**src/rtl/issue_ctrl.sv**
```systemverilog
// Issue-stage controller for the Tomasulo core.
// Decodes op/func into ALU control and a target reservation-station class,
// keeps one occupancy counter per RS class in place of external full flags,
// applies back-pressure to fetch, and drains every station after a HALT.
//
// Encodings, taken to match the rest of the core:
//   opcodes : R-format 6'h00, ADDI 6'h08, ORI 6'h0D, LW 6'h23, HALT 6'h3F
//   funcs   : ADD 6'h20, SUB 6'h22, AND 6'h24, MULU 6'h19, DIVU 6'h1B
//   ALU     : Add 0, Sub 1, And 2, Or 3
//   reg_dst : FromRd 1, FromRt 0
//   vk_src  : FromRtData 1, FromImmd 0
//   queue_op: opLoad 1, opStore 0
// The signal called "release" in the core is i_release here, because
// "release" is a reserved word.
module issue_ctrl #(
    parameter  int NUM_CLASS = 3,
    parameter  int RS_DEPTH  = 3,
    localparam int CNT_W     = $clog2(RS_DEPTH + 1),
    localparam int CLS_W     = $clog2(NUM_CLASS)
) (
    input  logic                       clk,
    input  logic                       rst,
    input  logic                       i_in_valid,
    output logic                       o_in_ready,
    input  logic [5:0]                 i_op,
    input  logic [5:0]                 i_func,
    input  logic [NUM_CLASS-1:0]       i_release,
    output logic                       o_issue_valid,
    output logic [NUM_CLASS-1:0]       o_issue_en,
    output logic [1:0]                 o_alu_op,
    output logic                       o_reg_dst,
    output logic                       o_vk_src,
    output logic                       o_queue_op,
    output logic [NUM_CLASS*CNT_W-1:0] o_occupancy,
    output logic [NUM_CLASS-1:0]       o_full,
    output logic                       o_halted,
    output logic                       o_release_err
);
    localparam logic [5:0] OP_R    = 6'h00;
    localparam logic [5:0] OP_ADDI = 6'h08;
    localparam logic [5:0] OP_ORI  = 6'h0D;
    localparam logic [5:0] OP_LW   = 6'h23;
    localparam logic [5:0] OP_HALT = 6'h3F;
    localparam logic [5:0] FN_ADD  = 6'h20;
    localparam logic [5:0] FN_SUB  = 6'h22;
    localparam logic [5:0] FN_AND  = 6'h24;
    localparam logic [5:0] FN_MULU = 6'h19;
    localparam logic [5:0] FN_DIVU = 6'h1B;

    typedef enum logic [1:0] {ST_RUN, ST_DRAIN, ST_HALTED} state_t;

    state_t               r_state;
    state_t               w_state_next;
    logic [CLS_W-1:0]     w_class;
    logic [1:0]           w_alu_op;
    logic                 w_is_r;
    logic                 w_is_halt;
    logic                 w_accept;
    logic                 w_issue;
    logic [NUM_CLASS-1:0] w_nonzero;
    logic [NUM_CLASS-1:0] w_rel_bad;
    logic [NUM_CLASS-1:0] w_class_oh;

    assign w_is_r    = (i_op == OP_R);
    assign w_is_halt = (i_op == OP_HALT);
    assign w_accept  = i_in_valid && o_in_ready;
    assign w_issue   = w_accept && !w_is_halt;
    assign o_halted  = (r_state == ST_HALTED);

    // Decode: RS class from func, ALU control from op/func
    always_comb begin
        w_class  = '0;
        w_alu_op = 2'd1;
        if (i_func == FN_MULU)
            w_class = CLS_W'(1);
        else if (i_func == FN_DIVU)
            w_class = CLS_W'(2);
        if (w_is_r) begin
            if (i_func == FN_ADD || i_func == FN_MULU)
                w_alu_op = 2'd0;
            else if (i_func == FN_SUB)
                w_alu_op = 2'd1;
            else if (i_func == FN_AND)
                w_alu_op = 2'd2;
            else
                w_alu_op = 2'd3;
        end else if (i_op == OP_ADDI) begin
            w_alu_op = 2'd0;
        end else if (i_op == OP_ORI) begin
            w_alu_op = 2'd3;
        end
    end

    // One occupancy counter per class; a release at zero is dropped and flagged
    generate
        for (genvar gi = 0; gi < NUM_CLASS; gi++) begin : g_cls
            logic [CNT_W-1:0] r_cnt;
            logic             w_inc;
            logic             w_dec;

            assign w_class_oh[gi] = (w_class == CLS_W'(gi));
            assign w_inc          = w_issue && w_class_oh[gi];
            assign w_nonzero[gi]  = (r_cnt != '0);
            assign w_dec          = i_release[gi] && w_nonzero[gi];
            assign w_rel_bad[gi]  = i_release[gi] && !w_nonzero[gi];
            assign o_full[gi]     = (r_cnt == CNT_W'(RS_DEPTH));
            assign o_occupancy[gi*CNT_W +: CNT_W] = r_cnt;

            // Count issues in, releases out; simultaneous pair cancels
            always_ff @(posedge clk) begin
                if (rst)
                    r_cnt <= '0;
                else if (w_inc && !w_dec)
                    r_cnt <= r_cnt + CNT_W'(1);
                else if (!w_inc && w_dec)
                    r_cnt <= r_cnt - CNT_W'(1);
            end
        end
    endgenerate

    // Run/drain/halt state register
    always_ff @(posedge clk) begin
        if (rst)
            r_state <= ST_RUN;
        else
            r_state <= w_state_next;
    end

    // Next state and fetch back-pressure; release never reaches in_ready combinationally
    always_comb begin
        w_state_next = r_state;
        o_in_ready   = 1'b0;
        case (r_state)
            ST_RUN: begin
                o_in_ready = w_is_halt ? 1'b1 : !o_full[w_class];
                if (i_in_valid && w_is_halt)
                    w_state_next = ST_DRAIN;
            end
            ST_DRAIN: begin
                if (w_nonzero == '0)
                    w_state_next = ST_HALTED;
            end
            default: w_state_next = ST_HALTED;
        endcase
    end

    // Sticky flag for releases that arrive on an empty class
    always_ff @(posedge clk) begin
        if (rst)
            o_release_err <= 1'b0;
        else if (w_rel_bad != '0)
            o_release_err <= 1'b1;
    end

    // Registered issue interface: pulse valid/enable, hold decode fields between issues
    always_ff @(posedge clk) begin
        if (rst) begin
            o_issue_valid <= 1'b0;
            o_issue_en    <= '0;
            o_alu_op      <= 2'd0;
            o_reg_dst     <= 1'b0;
            o_vk_src      <= 1'b0;
            o_queue_op    <= 1'b0;
        end else begin
            o_issue_valid <= w_issue;
            o_issue_en    <= w_issue ? w_class_oh : '0;
            if (w_issue) begin
                o_alu_op   <= w_alu_op;
                o_reg_dst  <= w_is_r;
                o_vk_src   <= w_is_r;
                o_queue_op <= (i_op == OP_LW);
            end
        end
    end
endmodule
```
**config.mk**
```make
export PLATFORM = sky130hd
export DESIGN_NAME = issue_ctrl
export DESIGN_NICKNAME = d
export VERILOG_FILES = /design/src/rtl/issue_ctrl.sv
export SDC_FILE = /design/constraint.sdc
export NUM_CORES = 1
export LEC_CHECK = 0
export BUFFER_PORTS_ARGS = -buffer_cell sky130_fd_sc_hd__buf_2
export CORE_MARGIN = 2
export CORE_UTILIZATION = 40
export CTS_BUF_LIST = sky130_fd_sc_hd__clkbuf_16
export DETAILED_ROUTE_END_ITERATION = 8
export PLACE_DENSITY = 0.73
export SETUP_SLACK_MARGIN = 0.3
export SLEW_MARGIN = 20
export SYNTH_ARGS = -nofsm -noshare
export SYNTH_HDL_FRONTEND = slang
export SYNTH_SLANG_ARGS = --single-unit
```
**constraint.sdc**
```tcl
create_clock -name clk -period 2 [get_ports clk]
set_input_delay 0.3 -clock clk [delete_from_list [all_inputs] [get_ports clk]]
set_output_delay 0.3 -clock clk [all_outputs]
set_load 0.005 [all_outputs]
```
Word-level counts from Yosys, hierarchy flattened
Index checks and enable logic that the tools add are counted.
Widths: inputs -> output; s select.
Storage, ports and cells
  input port bits: 18
  register bits after elaboration: 17
  output and inout bits: 21
Operators by class
  eq/ne operators: 18
  magnitude comparators: 1
  reductions and logical operators: 43
  bitwise operators: 1
  multiplexer cells: 21
  $add $sub $neg: 6
Operators by type and width (number)
  $eq 6x6->1 const B: 5
  $mux 2: 15
  $logic_and 1x1->1: 18
  $eq 6x4->1 const B: 2
  $eq 6x5->1 const B: 2
  $reduce_bool 2->1: 6
  $logic_not 1->1: 11
  $eq 2x2->1 const B: 5
  $add 2x1->2 const B: 3
  $logic_not 6->1: 1
  $sub 2x1->2 const B: 3
  $eq 2x1->1 const B: 2
  $logic_not 2->1: 2
  $mux 1: 4
  $ne 2x2->1 const B: 2
  $pmux 2 s2: 1
  $logic_not 3->1: 1
  $lt 2x3->1 const B: 1
  $reduce_bool 3->1: 1
  $bmux 1 s2: 1
  $reduce_and 2->1: 1
  $reduce_or 2->1: 1
  $logic_or 1x1->1: 1
  $not 1->1: 1

Logic depth before layout (Yosys ltp)
Gate-level depths: netlist (run 1).
  depth in word-level cells: 15
  gate-level depth with buffers: 9

Worst setup path before layout (run 1)
OpenSTA, ideal clock, no wires.
  kind: input -> register
  start point: input port i_func[5]
  end point: register g_cls[1].r_cnt[1]
  slack: -0.125 ns
  arrival time: 2.055 ns
  stages on the path: 8
  path through: and4bb_2 a21o_2 a21oi_2 nand2_1 nor3_1 ha_1 or3_1 a21oi_1
On the way
  longest elaborated chain between the ends: 14
  elaborated cells between the ends (all ways): 18
  those cells by class: 3 x eq/ne; 7 x mux; 8 x reduce/logical
RTL lines
  start, declared: RTL line 26  | input logic [5:0] i_func,
  $eq 6x5->1: RTL line 76  | else if (i_func == FN_DIVU)
  $mux 2: RTL line 76
  $mux 2 (*): RTL line 74  | if (i_func == FN_MULU)
  $bmux 1 s2: RTL line 135  | o_in_ready = w_is_halt ? 1'b1 : !o_full[w_class];
  $mux 1 (implied by the code): RTL line 135
  $logic_not 1->1: RTL line 135
  $mux 1: RTL line 135
  $mux 1: RTL line 133  | case (r_state)
  $logic_and 1x1->1: RTL line 66  | assign w_accept = i_in_valid && o_in_ready;
  $logic_and 1x1->1: RTL line 67  | assign w_issue = w_accept && !w_is_halt;
  $logic_and 1x1->1 (*): RTL line 102  | assign w_inc = w_issue && w_class_oh[gi];
  $logic_not 1->1: RTL line 115  | else if (!w_inc && w_dec)
  $logic_and 1x1->1: RTL line 115
  $reduce_bool 2->1 (no line)
  end signal, assigned: RTL line 114  | r_cnt <= r_cnt + CNT_W'(1);
  end signal, assigned: RTL line 116  | r_cnt <= r_cnt - CNT_W'(1);
  end, declared: RTL line 97  | logic [CNT_W-1:0] r_cnt;
Mark *: on every way between the ends. The rest lies on a longest branch, timed or not. The select of a mux whose other input is x is not followed.
A chain may end at the register's enable or synchronous reset.

Worst setup path in the final report (run 1)
  start point: register g_cls[0].r_cnt[0]
  end point: register g_cls[1].r_cnt[1]
On the way
  longest elaborated chain between the ends: 12
  elaborated cells between the ends (all ways): 14
  those cells by class: 1 x eq/ne; 5 x mux; 8 x reduce/logical
RTL lines
  start, declared: RTL line 97
  start signal, assigned: RTL line 114
  start signal, assigned: RTL line 116
  $eq 2x2->1 (*): RTL line 106  | assign o_full[gi] = (r_cnt == CNT_W'(RS_DEPTH));
  $bmux 1 s2 (*): RTL line 135
  $mux 1 (implied by the code) (*): RTL line 135
  $logic_not 1->1 (*): RTL line 135
  $mux 1 (*): RTL line 135
  $mux 1 (*): RTL line 133
  $logic_and 1x1->1 (*): RTL line 66
  $logic_and 1x1->1 (*): RTL line 67
  $logic_and 1x1->1 (*): RTL line 102
  $logic_not 1->1: RTL line 115
  $logic_and 1x1->1: RTL line 115
  $reduce_bool 2->1 (no line)
Marked as above.

==> results of run 1 <==
## metal layers
layer / GRT usage (%) / vias to the layer above / wire, um
li1: - / 501 / -
met5: 0 / - / 0
met3: 3.45 / 5 / 175
met2: 33.1 / 48 / 1100
met1: 22.1 / 433 / 1090
met4: 6.58 / 0 / 46
## registers in the layout (all words and copies together) (netlist names)
signal	count
g_cls.r_cnt	6
o_alu_op	2
o_vk_src	1
r_state	2
o_issue_valid	1
o_release_err	1
o_queue_op	1
o_issue_en	3
## kinds of logic after synthesis
kind of cell	Yosys count	synth area share [%]
and+or+nand+nor	47	29.3
AOI/OAI and AO/OA	24	16.9
DFF	17	37.6
xor gates and xnor gates	6	5.81
buffers and inverters	6	3.73
adders and majority gates	3	4.15
muxes	2	2.49
## worst max-delay path, delay by kind of cell, from the launching register on
family	cells	cell delay, ps
and+or+nand+nor	4	750
AOI/OAI and AO/OA	3	490
DFF	1	310
adders and majority gates	1	230
## power by group
| part | internal, mW | total, mW | switching, mW |
|---|---|---|---|
| clock | 0.268 | 0.399 | 0.132 |
| combinational | 0.250 | 0.490 | 0.240 |
| sequential | 0.394 | 0.424 | 0.0303 |
## metrics by stage
stage          utilization [%]  TNS [ps]  area (um2)
2_1_floorplan                -         0         930
3_3_place_gp              56.7      -180        1230
3_5_place_dp              56.7      -317        1230
4_1_cts                   64.0         0        1390
5_1_grt                   66.4         0        1440
6_report                  66.4         0        1440
## worst max-delay path by stage
stage | startpoint | end | slack, ps | depth (start not counted)
final | g_cls[0].r_cnt[0] | g_cls[1].r_cnt[1] | 140 | 8
after global routing | g_cls[0].r_cnt[0] | g_cls[1].r_cnt[1] | 60 | 8
after CTS | g_cls[1].r_cnt[1] | g_cls[2].r_cnt[1] | 130 | 9
after detailed placement | i_func[5] | g_cls[0].r_cnt[1] | -100 | 9
after global placement | i_func[3] | g_cls[0].r_cnt[1] | -90 | 9
after floorplan | i_func[5] | g_cls[2].r_cnt[1] | 20 | 8
## area by class of cell
type	count	area (um2)
clock inverter	1	5.00
tap	28	35.0
sequential	17	347
inverter	3	11.3
multi-input combinational	82	622
fill	179	728
clock buffer	3	75.1
timing repair buffer	57	347
## repair_timing
action	in CTS	in global routing
gates cloned	0	0
endpoints found under the setup margin	8	8
gates resized for setup	12	6
buffers inserted	4	2
pin swaps	12	5
## synthesized netlist by cell type
cell type	n
nor4b_1	1
nand4_1	2
a41oi_1	1
nand3b_1	1
nand4_2	1
nor3b_1	1
and2_4	1
mux2_1	2
a21boi_1	1
nor3_1	7
buf_6	1
nand2_1	4
dfxtp_1	17
a22oi_1	1
and4bb_2	1
nand2b_1	1
a21oi_2	1
and3_2	1
a221o_1	1
clkbuf_1	1
or4_1	1
a311oi_1	3
ha_1	3
inv_1	3
or3_1	4
o21ai_0	7
nor2b_1	3
nor4_1	2
xor2_1	6
buf_4	1
nor2_1	12
a21oi_1	8
and2_1	2
a21o_2	1
nand3_1	2
==> summary.txt, run 1 <==
Logic synthesis
  • Yosys top cell by area: dfxtp_1
  • Syn Nets: 126
  • Synth top area share: 37.6%
  • YS warnings: 0
  • #FFs+latches synth: 17
  • Top post-synthesis cells by area: dfxtp_1, xor2_1, nor2_1
  • Seq/Total Area, Yosys: 37.6%
  • Mapped Avg Cell Area: 8.62 um2
  • Mapped Area: a little over 900 um2
  • Netlist cell types: 35
  • Synth Instances: 105

Routing
  • Routed Antenna Nets: 0
  • First-pass iteration count of the detailed router: 5
  • Via density: 5.17
  • Via count: 987
  • Detailed Route Iter0 Violations: 21
  • Wire per inst: about 13 um
  • Routed WL: 2410 um
  • DRC: 0

Min path
  • Min-Delay Endpoint: o_release_err
  • HP Class: input port to flip-flop
  • Hold Crit Depth: 3
  • Hold Path Origin: i_release[1]

Critical path
  • CP Class: flip-flop to flip-flop
  • Reg2reg setup slack: between 100 and 150 ps
  • Crit-path max FO: 4
  • CP Capture Type: flip-flop
  • Slowest CP cell: or3_1
  • CP max stage delay: approximately 340 ps
  • Critical Path, Cell by Cell: and2_4 > a21o_4 > a21oi_4 > nand2_4 > nor3_4 > ha_4 > or3_1 > a21oi_1
  • Required time worst endpoint: 2180 ps
  • R2R Path End: g_cls[1].r_cnt[1]
  • Critical Path AT: 2040 ps
  • Worst r2r src: g_cls[0].r_cnt[0]
  • Reg2reg path depth: 8
  • Setup crit start kind: flip-flop

Floorplanning
  • Initial core utilization: 41.7%
  • Height of the die: approximately 52 um
  • Standard-cell rows: 17
  • Chip width: 51.6 um
  • Area of the die: 2660 um2
  • Io pins: 39
  • Core area: around 2200 um2

Placement
  • Post-Place Cells: 181
  • Number of port buffers: 38
  • Post-DP HPWL: about 1600 um
  • Final Wtd Congestion: 0.762
  • Pre-CTS setup slack: -95.5 ps

STA
  • Final slew viol count: 0
  • Final worst slack: 136 ps
  • Max Clk Rate: 537 MHz
  • RSZ-0062 raised after global routing: true
  • Minimum clock period: 1860 ps
  • Final Hold Viols: 0
  • Crit share post-route: 93.2%
  • Hold_ws: 339 ps
  • Max Clock Skew: 2.20 ps
  • Max-slew headroom: between 70% and 80%
  • Worst slew pin tran: 385 ps
  • Endpoints failing setup: 0

Clock network
  • H-tree depth: 1
  • Clock Pin Slew Worst Setup and Hold Paths: 50 ps
  • # clock sinks: 17
  • CTS Hold Bufs: 0
  • Total CTS buffers: 3
  • Clock Path Buffers: 2
  • CTS Root Cell: clkbuf_16
  • Clock Latency Late Sink: 250 ps
  • TritonCTS clock tree: yes

Cells and area
  • Share of cells above drive strength 1: 48.5%
  • # diodes: 0
  • Nets: 185
  • Final Non-Filler Cells: roughly 190
  • Area Overhead vs Synth: 59.3%
  • Commonest non-fill, non-tap cell in the layout: buf_2
  • Commonest cells after routing, fill and taps aside: buf_2, buf_4, dfxtp_1, nor2_1, a21oi_1

Pwr
  • Total Power: between 1 and 1.5 mW
  • Pleak: between 0.6 and 0.7 nW
  • Pwr Density: between 900 and 1000 nW/um2
  • Max VDD drop: 0.684 mV

Flow run
  • Max Cap Viol: 0

GRT
  • Initial antenna violation count: 0
  • Gr ovfl total: 0
  • Total Routing Usage GR: 18.6%
  • Number of global-route vias before repair: roughly 900
  • Largest net degree at the start of global routing: 20
  • First-pass GRT wire length: 3710 um

Status
  • Outcome: completed
Note: power is estimated with default switching activity, not from simulation.
==> run 2, diff against run 1 <==
--- a/config.mk
+++ b/config.mk
@@ -7,2 +7,3 @@
 export LEC_CHECK = 0
+export ABC_CLOCK_PERIOD_IN_PS = 2000
 export BUFFER_PORTS_ARGS = -buffer_cell sky130_fd_sc_hd__buf_2
--- a/constraint.sdc
+++ b/constraint.sdc
@@ -3,2 +3,2 @@
 set_output_delay 0.3 -clock clk [all_outputs]
-set_load 0.005 [all_outputs]
+set_load 0.01 [all_outputs]
==> run 2 against run 1 <==
  * Design area increased by 2.2%
  * Fmax decreased by 3.1%
  * Via count increased by 0.61%
  * Flip-flop and latch count unchanged
  * Non-clock buffer count increased by 1
  * Sequential power increased by 4%
  * First-iteration DRC count decreased by 29%
  * Utilization increased by 1.4 points
  * Total power increased by 6.2%
  * Critical path depth unchanged
  * Critical path type unchanged
  * Largest cell class unchanged
  * Largest power group unchanged
==> summary.txt, run 2 (synthesized netlist as in run 1, its figures left out) <==
STA
  • Endpoints failing setup: 0 (unchanged)
  • Final setup TNS: 0 ps (unchanged)
  • Final worst slack: 76.7 ps (was 136 ps)
  • Worst slew pin tran: 364 ps (was 385 ps)
  • Max Clock Skew: 3.24 ps (was 2.20 ps)
  • Final Hold Viols: 0 (unchanged)
  • Minimum clock period: 1920 ps (was 1860 ps)
  • Crit share post-route: 96.2% (was 93.2%)
  • Max Clk Rate: 520 MHz (was 537 MHz)
  • RSZ-0062 raised after global routing: true (unchanged)
  • Final slew viol count: 0 (unchanged)
  • Max-slew headroom: 75.5% (was 74.0%)

Cells and area
  • Largest register FFs: 6 (unchanged)
  • Commonest cells after routing, fill and taps aside: buf_2, buf_4, dfxtp_1, nor2_1 (was buf_2, buf_4, dfxtp_1, nor2_1, a21oi_1)
  • # diodes: 0 (unchanged)
  • Finished Core Util: 67.9% (was 66.4%)
  • Commonest non-fill, non-tap cell in the layout: buf_2 (unchanged)
  • Nets: 186 (was 185)
  • Largest regs: g_cls.r_cnt: 6 flops, o_issue_en: 3 flops (unchanged)
  • Share of cells above drive strength 1: 52.4% (was 48.5%)
  • Most flop-heavy register: g_cls.r_cnt (unchanged)
  • Area Overhead vs Synth: 62.8% (was 59.3%)

Floorplanning
  • Chip width: 51.6 um (unchanged)
  • Initial core utilization: 41.7% (unchanged)
  • Standard-cell rows: 17 (unchanged)
  • Area of the die: 2660 um2 (unchanged)
  • Io pins: 39 (unchanged)
  • Height of the die: 51.6 um (unchanged)
  • Core area: 2170 um2 (unchanged)

Clock network
  • Total CTS buffers: 3 (unchanged)
  • CTS Root Cell: clkbuf_16 (unchanged)
  • CTS Hold Bufs: 0 (unchanged)
  • Clock Pin Slew Worst Setup and Hold Paths: 50 ps (about the same)
  • H-tree depth: 1 (unchanged)
  • TritonCTS clock tree: yes (unchanged)
  • Clock Latency Late Sink: 250 ps (about the same)
  • # clock sinks: 17 (unchanged)
  • Clock Path Buffers: 2 (unchanged)

Pwr
  • Pwr Density: 947 nW/um2 (was 911 nW/um2)
  • Sequential share of power: 31.8% (was 32.3%)
  • Comb pwr share: 40.0% (was 37.3%)
  • Max VDD drop: 0.630 mV (was 0.684 mV)
  • Pleak: 0.686 nW (was 0.681 nW)
  • NetSw: 0.447 mW (was 0.402 mW)
  • Clk pwr share: 28.3% (was 30.4%)
  • Internal power: 0.948 mW (was 0.912 mW)
  • Switching share of power: 32.0% (was 30.6%)

GRT
  • Number of global-route vias before repair: 965 (was 902)
  • Gr ovfl total: 0 (unchanged)
  • Largest net degree at the start of global routing: 20 (unchanged)
  • Total Routing Usage GR: 19.8% (was 18.6%)
  • Initial antenna violation count: 0 (unchanged)
  • First-pass GRT wire length: 3960 um (was 3710 um)

Critical path
  • Crit-path max FO: 4 (unchanged)
  • Critical path origin: g_cls[0].r_cnt[0] (unchanged)
  • Required time worst endpoint: 2170 ps (was 2180 ps)
  • Reg2reg setup slack: 80 ps (was 140 ps)
  • Reg2reg path depth: 8 (unchanged)
  • Setup crit start kind: flip-flop (unchanged)
  • Critical Path AT: 2090 ps (was 2040 ps)
  • CP Capture Type: flip-flop (unchanged)
  • CP Class: flip-flop to flip-flop (unchanged)
  • Worst r2r src: g_cls[0].r_cnt[0] (unchanged)

Min path
  • Hold Crit Depth: 2 (was 3)
  • Hold Path Origin: i_func[1] (was i_release[1])
  • HP Class: input port to flip-flop (unchanged)

Placement
  • Final Wtd Congestion: 0.765 (was 0.762)
  • Post-DP HPWL: 1710 um (was 1630 um)
  • Number of port buffers: 38 (unchanged)
  • Pre-CTS setup slack: -130 ps (was -95.5 ps)

Status
  • Outcome: completed (unchanged)

Routing
  • Via count: 993 (was 987)
  • Routed Antenna Nets: 0 (unchanged)
  • Detailed Route Iter0 Violations: 15 (was 21)
  • Routed WL: 2540 um (was 2410 um)
  • Wire per inst: 13.2 um (was 12.6 um)
  • Via density: 5.17 (about the same)
  • First-pass iteration count of the detailed router: 4 (was 5)
  • DRC: 0 (unchanged)

Flow run
  • Max Cap Viol: 0 (unchanged)
==> run 2: critical path, stage by stage, from the launching register on <==
cell     delay, ps
dfxtp_4        340
and2_4         160
a21o_4         190
a21oi_4        170
nand2_4        100
nor3_2         110
ha_1           260
or3_1          360
a21oi_1        150
==> run 2: final timing paths <==
| kind | endpoint |
|---|---|
| worst min-delay path | o_issue_en[1] |
| worst max register to register | g_cls[1].r_cnt[1] |
| worst max-delay path | g_cls[1].r_cnt[1] |
| worst min register to register | o_release_err |
==> run 2: area by class of cell <==
type / count / area [um2]
multi-input combinational: 82 / 648
tap: 28 / 35.0
clock inverter: 1 / 5.00
fill: 192 / 697
clock buffer: 3 / 75.1
inverter: 3 / 11.3
sequential: 17 / 347
timing repair buffer: 58 / 352
==> run 2: power groups by stage <==
stage | Clock, mW | Combinational [mW] | Sequential (mW)
after floorplan | 0 | 0.216 | 0.474
after global placement | 0 | 0.404 | 0.444
after detailed placement | 0 | 0.419 | 0.448
after CTS | 0.405 | 0.469 | 0.437
after global routing | 0.417 | 0.615 | 0.450
final | 0.394 | 0.557 | 0.443
==> run 2: per-stage QoR <==
step                cells  cell area [um2]  power [mW]  hold WS, ps
floorplan             105              933       0.690          379
global placement      181             1230       0.848          496
detailed placement    181             1230       0.867          493
CTS                   189             1380        1.31          292
global route          192             1470        1.48          318
finish                192             1470        1.39          303
==> run 2: layer usage <==
layer	vias up	routed length [um]	GRT usage (%)	share of wire, %
met4	0	44	9.65	1.7
met3	5	133	2.59	5.2
met5	-	0	0	0
li1	504	-	-	-
met2	34	1230	34.4	49
met1	450	1130	24.1	44
==> run 2: timing repair <==
item                                    CTS  global route
buffers inserted                          4             3
hold endpoints to repair                  0             0
cloned                                    0             0
resized for setup                         8            16
endpoints found under the setup margin    8             9
pin swaps                                15            11
